===== config.mk =====
export PLATFORM = sky130hd
export DESIGN_NAME = axis_window_crop
export DESIGN_NICKNAME = d
export VERILOG_FILES = /design/src/rtl/axis_window_crop_pkg.sv /design/src/rtl/axis_skid_fifo2.sv /design/src/rtl/axis_window_crop.sv
export SDC_FILE = /design/constraint.sdc
export NUM_CORES = 1
export LEC_CHECK = 0
export BUFFER_PORTS_ARGS = -buffer_cell sky130_fd_sc_hd__buf_2
export CORE_MARGIN = 2
export CORE_UTILIZATION = 46
export CTS_BUF_LIST = sky130_fd_sc_hd__clkbuf_16
export DETAILED_ROUTE_END_ITERATION = 7
export GPL_TIMING_DRIVEN = 0
export PLACE_DENSITY_LB_ADDON = 0.08
export SLEW_MARGIN = 25
export SYNTH_ARGS = -nofsm -noshare
export SYNTH_HDL_FRONTEND = slang
export SYNTH_SLANG_ARGS = --single-unit

===== constraint.sdc =====
create_clock -name clk -period 6.4 [get_ports clk]
set_input_delay 0.64 -clock clk [delete_from_list [all_inputs] [get_ports clk]]
set_output_delay 0.64 -clock clk [all_outputs]
set_load 0.02 [all_outputs]

===== src/rtl/axis_window_crop_pkg.sv =====
// Shared constants for the video stream stages: default pixel/geometry widths
// and the crop/scaler frame-tracking state encoding.
package axis_window_crop_pkg;

    localparam int C_PIXEL_WIDTH_DEF = 8;
    localparam int C_IMG_WBITS_DEF   = 12;
    localparam int C_IMG_HBITS_DEF   = 12;

    localparam logic [1:0] ST_IDLE = 2'd0;
    localparam logic [1:0] ST_SYNC = 2'd1;
    localparam logic [1:0] ST_RUN  = 2'd2;

endpackage


===== src/rtl/axis_skid_fifo2.sv =====
// Two-entry registered skid buffer with flush; 'room' is a registered
// "at most one entry occupied" flag usable directly as an upstream ready.
module axis_skid_fifo2
    import axis_window_crop_pkg::*;
#(
    parameter int DATA_W = C_PIXEL_WIDTH_DEF + 2
) (
    input  logic              clk,
    input  logic              resetn,
    input  logic              flush,
    input  logic              push,
    input  logic [DATA_W-1:0] push_data,
    input  logic              m_ready,
    output logic              m_valid,
    output logic [DATA_W-1:0] m_data,
    output logic              room
);

    logic [1:0]        cnt_p1;
    logic [1:0]        cnt_nxt;
    logic [DATA_W-1:0] head_p1;
    logic [DATA_W-1:0] tail_p1;
    logic              pop;

    assign m_valid = (cnt_p1 != 2'd0);
    assign m_data  = head_p1;
    assign pop     = m_valid && m_ready;

    always_comb begin
        cnt_nxt = cnt_p1;
        if (flush)
            cnt_nxt = 2'd0;
        else if (push && !pop)
            cnt_nxt = cnt_p1 + 2'd1;
        else if (pop && !push)
            cnt_nxt = cnt_p1 - 2'd1;
    end

    // ---- storage stage: head is the presented beat, tail the skid slot ----
    always_ff @(posedge clk or negedge resetn) begin
        if (!resetn) begin
            cnt_p1  <= 2'd0;
            room    <= 1'b0;
            head_p1 <= '0;
        end else begin
            cnt_p1 <= cnt_nxt;
            room   <= (cnt_nxt <= 2'd1);
            if (pop && cnt_p1 == 2'd2)
                head_p1 <= tail_p1;
            else if (push && (cnt_p1 == 2'd0 || (cnt_p1 == 2'd1 && pop)))
                head_p1 <= push_data;
        end
    end

    always_ff @(posedge clk) begin
        if (push && ((cnt_p1 == 2'd1 && !pop) || (cnt_p1 == 2'd2 && pop)))
            tail_p1 <= push_data;
    end

endmodule


===== src/rtl/axis_window_crop.sv =====
// AXI4-Stream crop: keeps a latched (left, top, width, height) window of each
// frame and regenerates tuser/tlast so the downstream sees the window as a frame.
module axis_window_crop
    import axis_window_crop_pkg::*;
#(
    parameter int C_PIXEL_WIDTH = C_PIXEL_WIDTH_DEF,
    parameter int C_IMG_WBITS   = C_IMG_WBITS_DEF,
    parameter int C_IMG_HBITS   = C_IMG_HBITS_DEF
) (
    input  logic                     clk,
    input  logic                     resetn,
    input  logic                     fsync,
    input  logic [C_IMG_WBITS-1:0]   win_left,
    input  logic [C_IMG_HBITS-1:0]   win_top,
    input  logic [C_IMG_WBITS-1:0]   win_width,
    input  logic [C_IMG_HBITS-1:0]   win_height,
    input  logic                     s_axis_tvalid,
    input  logic [C_PIXEL_WIDTH-1:0] s_axis_tdata,
    input  logic                     s_axis_tuser,
    input  logic                     s_axis_tlast,
    output logic                     s_axis_tready,
    output logic                     m_axis_tvalid,
    output logic [C_PIXEL_WIDTH-1:0] m_axis_tdata,
    output logic                     m_axis_tuser,
    output logic                     m_axis_tlast,
    input  logic                     m_axis_tready
);

    localparam int WB     = C_IMG_WBITS;
    localparam int HB     = C_IMG_HBITS;
    localparam int BEAT_W = C_PIXEL_WIDTH + 2;

    logic [1:0]    state;
    logic [WB-1:0] lat_left, lat_width, col;
    logic [HB-1:0] lat_top, lat_height, row;

    function automatic logic [WB-1:0] sat_inc_col(input logic [WB-1:0] v);
        return (&v) ? v : v + 1'b1;
    endfunction

    function automatic logic [HB-1:0] sat_inc_row(input logic [HB-1:0] v);
        return (&v) ? v : v + 1'b1;
    endfunction

    // ---- stage p0: classify the beat on the input handshake ----
    logic               accept, active, keep, room;
    logic [WB-1:0]      beat_col;
    logic [HB-1:0]      beat_row;
    logic signed [WB:0] dcol, wlast;
    logic signed [HB:0] drow;
    logic               o_user, o_last;
    logic [BEAT_W-1:0]  push_data_p0;
    logic [BEAT_W-1:0]  out_data_p1;

    assign s_axis_tready = room && (state != ST_IDLE);
    assign accept        = s_axis_tvalid && s_axis_tready;
    assign active        = accept && !fsync &&
                           ((state == ST_RUN) || (state == ST_SYNC && s_axis_tuser));

    // A tuser beat is always (0,0), whether it arms the frame or resyncs it.
    assign beat_col = s_axis_tuser ? '0 : col;
    assign beat_row = s_axis_tuser ? '0 : row;

    // One bit wider and signed so left+width never wraps.
    assign dcol  = $signed({1'b0, beat_col}) - $signed({1'b0, lat_left});
    assign drow  = $signed({1'b0, beat_row}) - $signed({1'b0, lat_top});
    assign wlast = $signed({1'b0, lat_width}) - $signed({{WB{1'b0}}, 1'b1});
    assign keep  = !dcol[WB] && (dcol < $signed({1'b0, lat_width})) &&
                   !drow[HB] && (drow < $signed({1'b0, lat_height}));

    assign o_user       = (beat_col == lat_left) && (beat_row == lat_top);
    assign o_last       = (dcol == wlast) || s_axis_tlast;
    assign push_data_p0 = {s_axis_tdata, o_user, o_last};

    always_ff @(posedge clk or negedge resetn) begin
        if (!resetn) begin
            state      <= ST_IDLE;
            col        <= '0;
            row        <= '0;
            lat_left   <= '0;
            lat_top    <= '0;
            lat_width  <= '0;
            lat_height <= '0;
        end else if (fsync) begin
            state      <= ST_SYNC;
            col        <= '0;
            row        <= '0;
            lat_left   <= win_left;
            lat_top    <= win_top;
            lat_width  <= win_width;
            lat_height <= win_height;
        end else if (active) begin
            state <= ST_RUN;
            if (s_axis_tlast) begin
                col <= '0;
                row <= sat_inc_row(beat_row);
            end else begin
                col <= sat_inc_col(beat_col);
                row <= beat_row;
            end
        end
    end

    // ---- stage p1: skid buffer drives the master port ----
    axis_skid_fifo2 #(
        .DATA_W(BEAT_W)
    ) u_skid (
        .clk      (clk),
        .resetn   (resetn),
        .flush    (fsync),
        .push     (active && keep),
        .push_data(push_data_p0),
        .m_ready  (m_axis_tready),
        .m_valid  (m_axis_tvalid),
        .m_data   (out_data_p1),
        .room     (room)
    );

    assign m_axis_tdata = out_data_p1[BEAT_W-1:2];
    assign m_axis_tuser = out_data_p1[1];
    assign m_axis_tlast = out_data_p1[0];

endmodule


==> results.md <==
* Initial antenna violation count at 0
* Die Width at ~120 um
* Sequential power share at 0.403
* Buf/Inv on CP at 4
* Post_cts resized at 1
* Net Sw Power at around 630 uW
* Asr flop ratio synth at 0.897
* Grt total ovfl at 0
* Pin count of the biggest net entering global routing at between 50 and 60
* Relative slew slack at 0.426
* Fin Setup TNS at 0 ns
* FF+latch count, synth at just under 100
* Peak supply drop at 0.112 mV
* Dpl cell area at between 7000 and 8000 um2
* Top cell type by total area after synthesis: dfrtp_1
* Crit path cell chain: buf_2 > buf_4 > clkbuf_1 > clkbuf_2 > nor2b_1 > fa_1 > a21o_1 > a21oi_1 > o21ai_1 > a2111oi_1 > or3_1 > o21bai_1 > a21oi_1 > xnor2_1 > ha_1 > a21oi_1 > o22ai_1 > or4_4 > a21oi_2 > nand4_4 > maj3_2 > a211o_1
* Synth cell types at 70
* TritonCTS Buffers at 9
* Vias per inst at between 5 and 6
* Yosys top cell area share at 0.338
* Rows at 43
* Wirelength, routed at roughly 16 mm
* Final net count at around 930
* Crit path kind: primary input to flip-flop
* CP endpoint kind: flip-flop
* Postcts setup bufs at 0
* DRT antenna net count at 0
* Total die area at around 15000 um2
* Die height at 122 um
* Post-synth EDFFs at 10
* Slew @ Worst Pin at 0.853 ns
* Top Ports at 75
* Share of the yosys chip area belonging to registers at 0.384
* Root Buffer: clkbuf_16
* Cell internal pwr at 1180 uW
* CTS sink cnt at 97
* Top-count cell post-synth: dfrtp_1
* Warnings from Yosys at 0
* Filler cell count at around 1300
* Max-slew violations at 0
* Clock group share of total power at 0.303
* Final Total Pwr at around 1800 uW
* Reg clk slew, reported paths at roughly 0.070 ns
* Final worst path period need at roughly 5.9 ns
* Final hold vios at 0
* R2R depth at 21
* IO buf count at 73
* Worst Hold Class: primary input to async pin
* Hold Buf Count CTS at 0
* Max-Cap Viols at 0
* Worst endpoint data arrival time at around 6 ns
* Dpl ws at -0.465 ns
* Most frequent cell on the critical path: a21oi_1
* Pre-Repair DR Iteration Count at 5
* Setup ws final at approximately 0.5 ns
* Area of the core at 13800 um2
* Sw frac at 0.348
* Slowest CP cell: a2111oi_1
* Critical path depth at 22
* First-pass GRT wire length at between 20 and 30 mm
* CP required at around 6.6 ns
* WHS at approximately 0.15 ns
* F_max at 170 MHz
* Fraction of layout cells with a size suffix above 1 at 0.132
* Max Fanout on Critical Path at 10
* Effective utilization at floorplan at 0.468
* Placer Congestion at 0.887
* Leak pwr at 0.00348 uW
* Syn Area/Cell at between 8 and 9 um2
* Combinational power share at 0.294
* Final setup vio count at 0
* Tot GR Track Use at 0.227
* Largest cells by area after synthesis: dfrtp_1 34%, ha_1 10%, o21ai_0 5.8%
* WL per Instance at 16.3 um
* Skew final at around 0.0072 ns
* Antenna Cells at 0
* Mapped cell area at 6450 um2
* Final HPWL DP at about 13 mm
* Slowest cell delay on critical path at about 0.6 ns
* Vias at 5550
* PwrDens at roughly 250 nW/um2
* Clock Path Buffers at 2
* Main synth FF type: dfrtp_1
* Initial DRC count at approximately 350
* Final instance area at between 7000 and 8000 um2
* DR DRC count at 0
* RSZ-0062 raised after global routing: no
* Final period utilization at 0.922
* CTS tree: built
* Area Overhead vs Synth at 14.5%
* Post-Syn Instances at 726
* H-tree Lvls at 3
* Most common library cells after synthesis: 87 x dfrtp_1, 75 x o21ai_0, 71 x nand2_1
* Worst-Skew Late Latency at 0.36 ns
* Syn Nets at roughly 840
* Vias in the first global route at ~5400
* Crit path max-delay family: compound AO/OA/AOI/OAI gates
* Worst setup SP type: primary input
* Status: completed
routing by layer:
| metal | up-vias | track usage | wire (um) |
|---|---|---|---|
| li1 | 2723 | - | - |
| met1 | 2696 | 0.296 | 7460 |
| met2 | 114 | 0.383 | 7780 |
| met3 | 17 | 0.0367 | 690 |
| met4 | 0 | 0.0805 | 292 |
| met5 | - | 0 | 0 |
state kept, by name, summed over array words and instances (netlist names):
register,cells
u_skid.m_data,10
lat_width,12
row,12
col,12
state,2
u_skid.room,1
lat_height,12
lat_top,12
u_skid.cnt_p1,2
u_skid.tail_p1,10
lat_left,12
worst paths after layout:
kind | start | endpoint | slack [ns]
setup / recovery | s_axis_tuser | u_skid.room | 0.50
hold / removal | resetn | lat_width[10] | 0.15
setup reg to reg | row[0] | u_skid.room | 1.17
hold reg to reg | row[0] | row[0] | 0.48
max in group asynchronous | resetn | u_skid.room | 5.67
min in group clk | s_axis_tdata[7] | u_skid.tail_p1[9] | 0.47
logic make-up after synthesis:
group | share of synthesized area
xor+xnor | 0.0551
simple gates | 0.190
mux | 0.0223
compound gates | 0.178
fa+ha+maj | 0.112
flops | 0.384
buf+inv | 0.0578
power by group through the flow:
| stage | Combinational, uW | Sequential (uW) | Clock (uW) |
|---|---|---|---|
| 4_1_cts | 537 | 731 | 561 |
| 2_1_floorplan | 333 | 778 | 0 |
| 3_3_place_gp | 516 | 741 | 0 |
| 6_report | 533 | 730 | 548 |
| 3_5_place_dp | 533 | 743 | 0 |
| 5_1_grt | 600 | 739 | 584 |
layout by cell type, fill, tap and decap left out, drive strengths merged, types with 9 or more instances in the layout:
cell,instances
edfxtp,10
clkbuf,32
nor2,49
mux2i,11
a21o,9
nand4,13
a21oi,41
and3,12
nand3,19
inv,71
ha,53
nor3,9
nor2b,25
dfrtp,87
xnor2,30
nand2,71
buf,79
o21ai,79
metrics by stage:
stage | instances | util
3_3_place_gp | 979 | 0.511
4_1_cts | 996 | 0.535
6_report | 996 | 0.536
3_5_place_dp | 980 | 0.513
2_1_floorplan | 726 | -
5_1_grt | 996 | 0.536
area by class of cell:
class                           instances  area (um2)  area share
Buffer                                 28         119      0.0161
Tap cell                              180         225      0.0305
Inverter                               68         255      0.0346
Sequential cell                        97        2480       0.336
Clock buffer                            9         225      0.0305
Timing Repair Buffer                   74         399      0.0541
Multi-Input combinational cell        533        3610       0.489
Clock inverter                          7        71.3     0.00966
No activity file was read; power rests on OpenSTA's default activity.
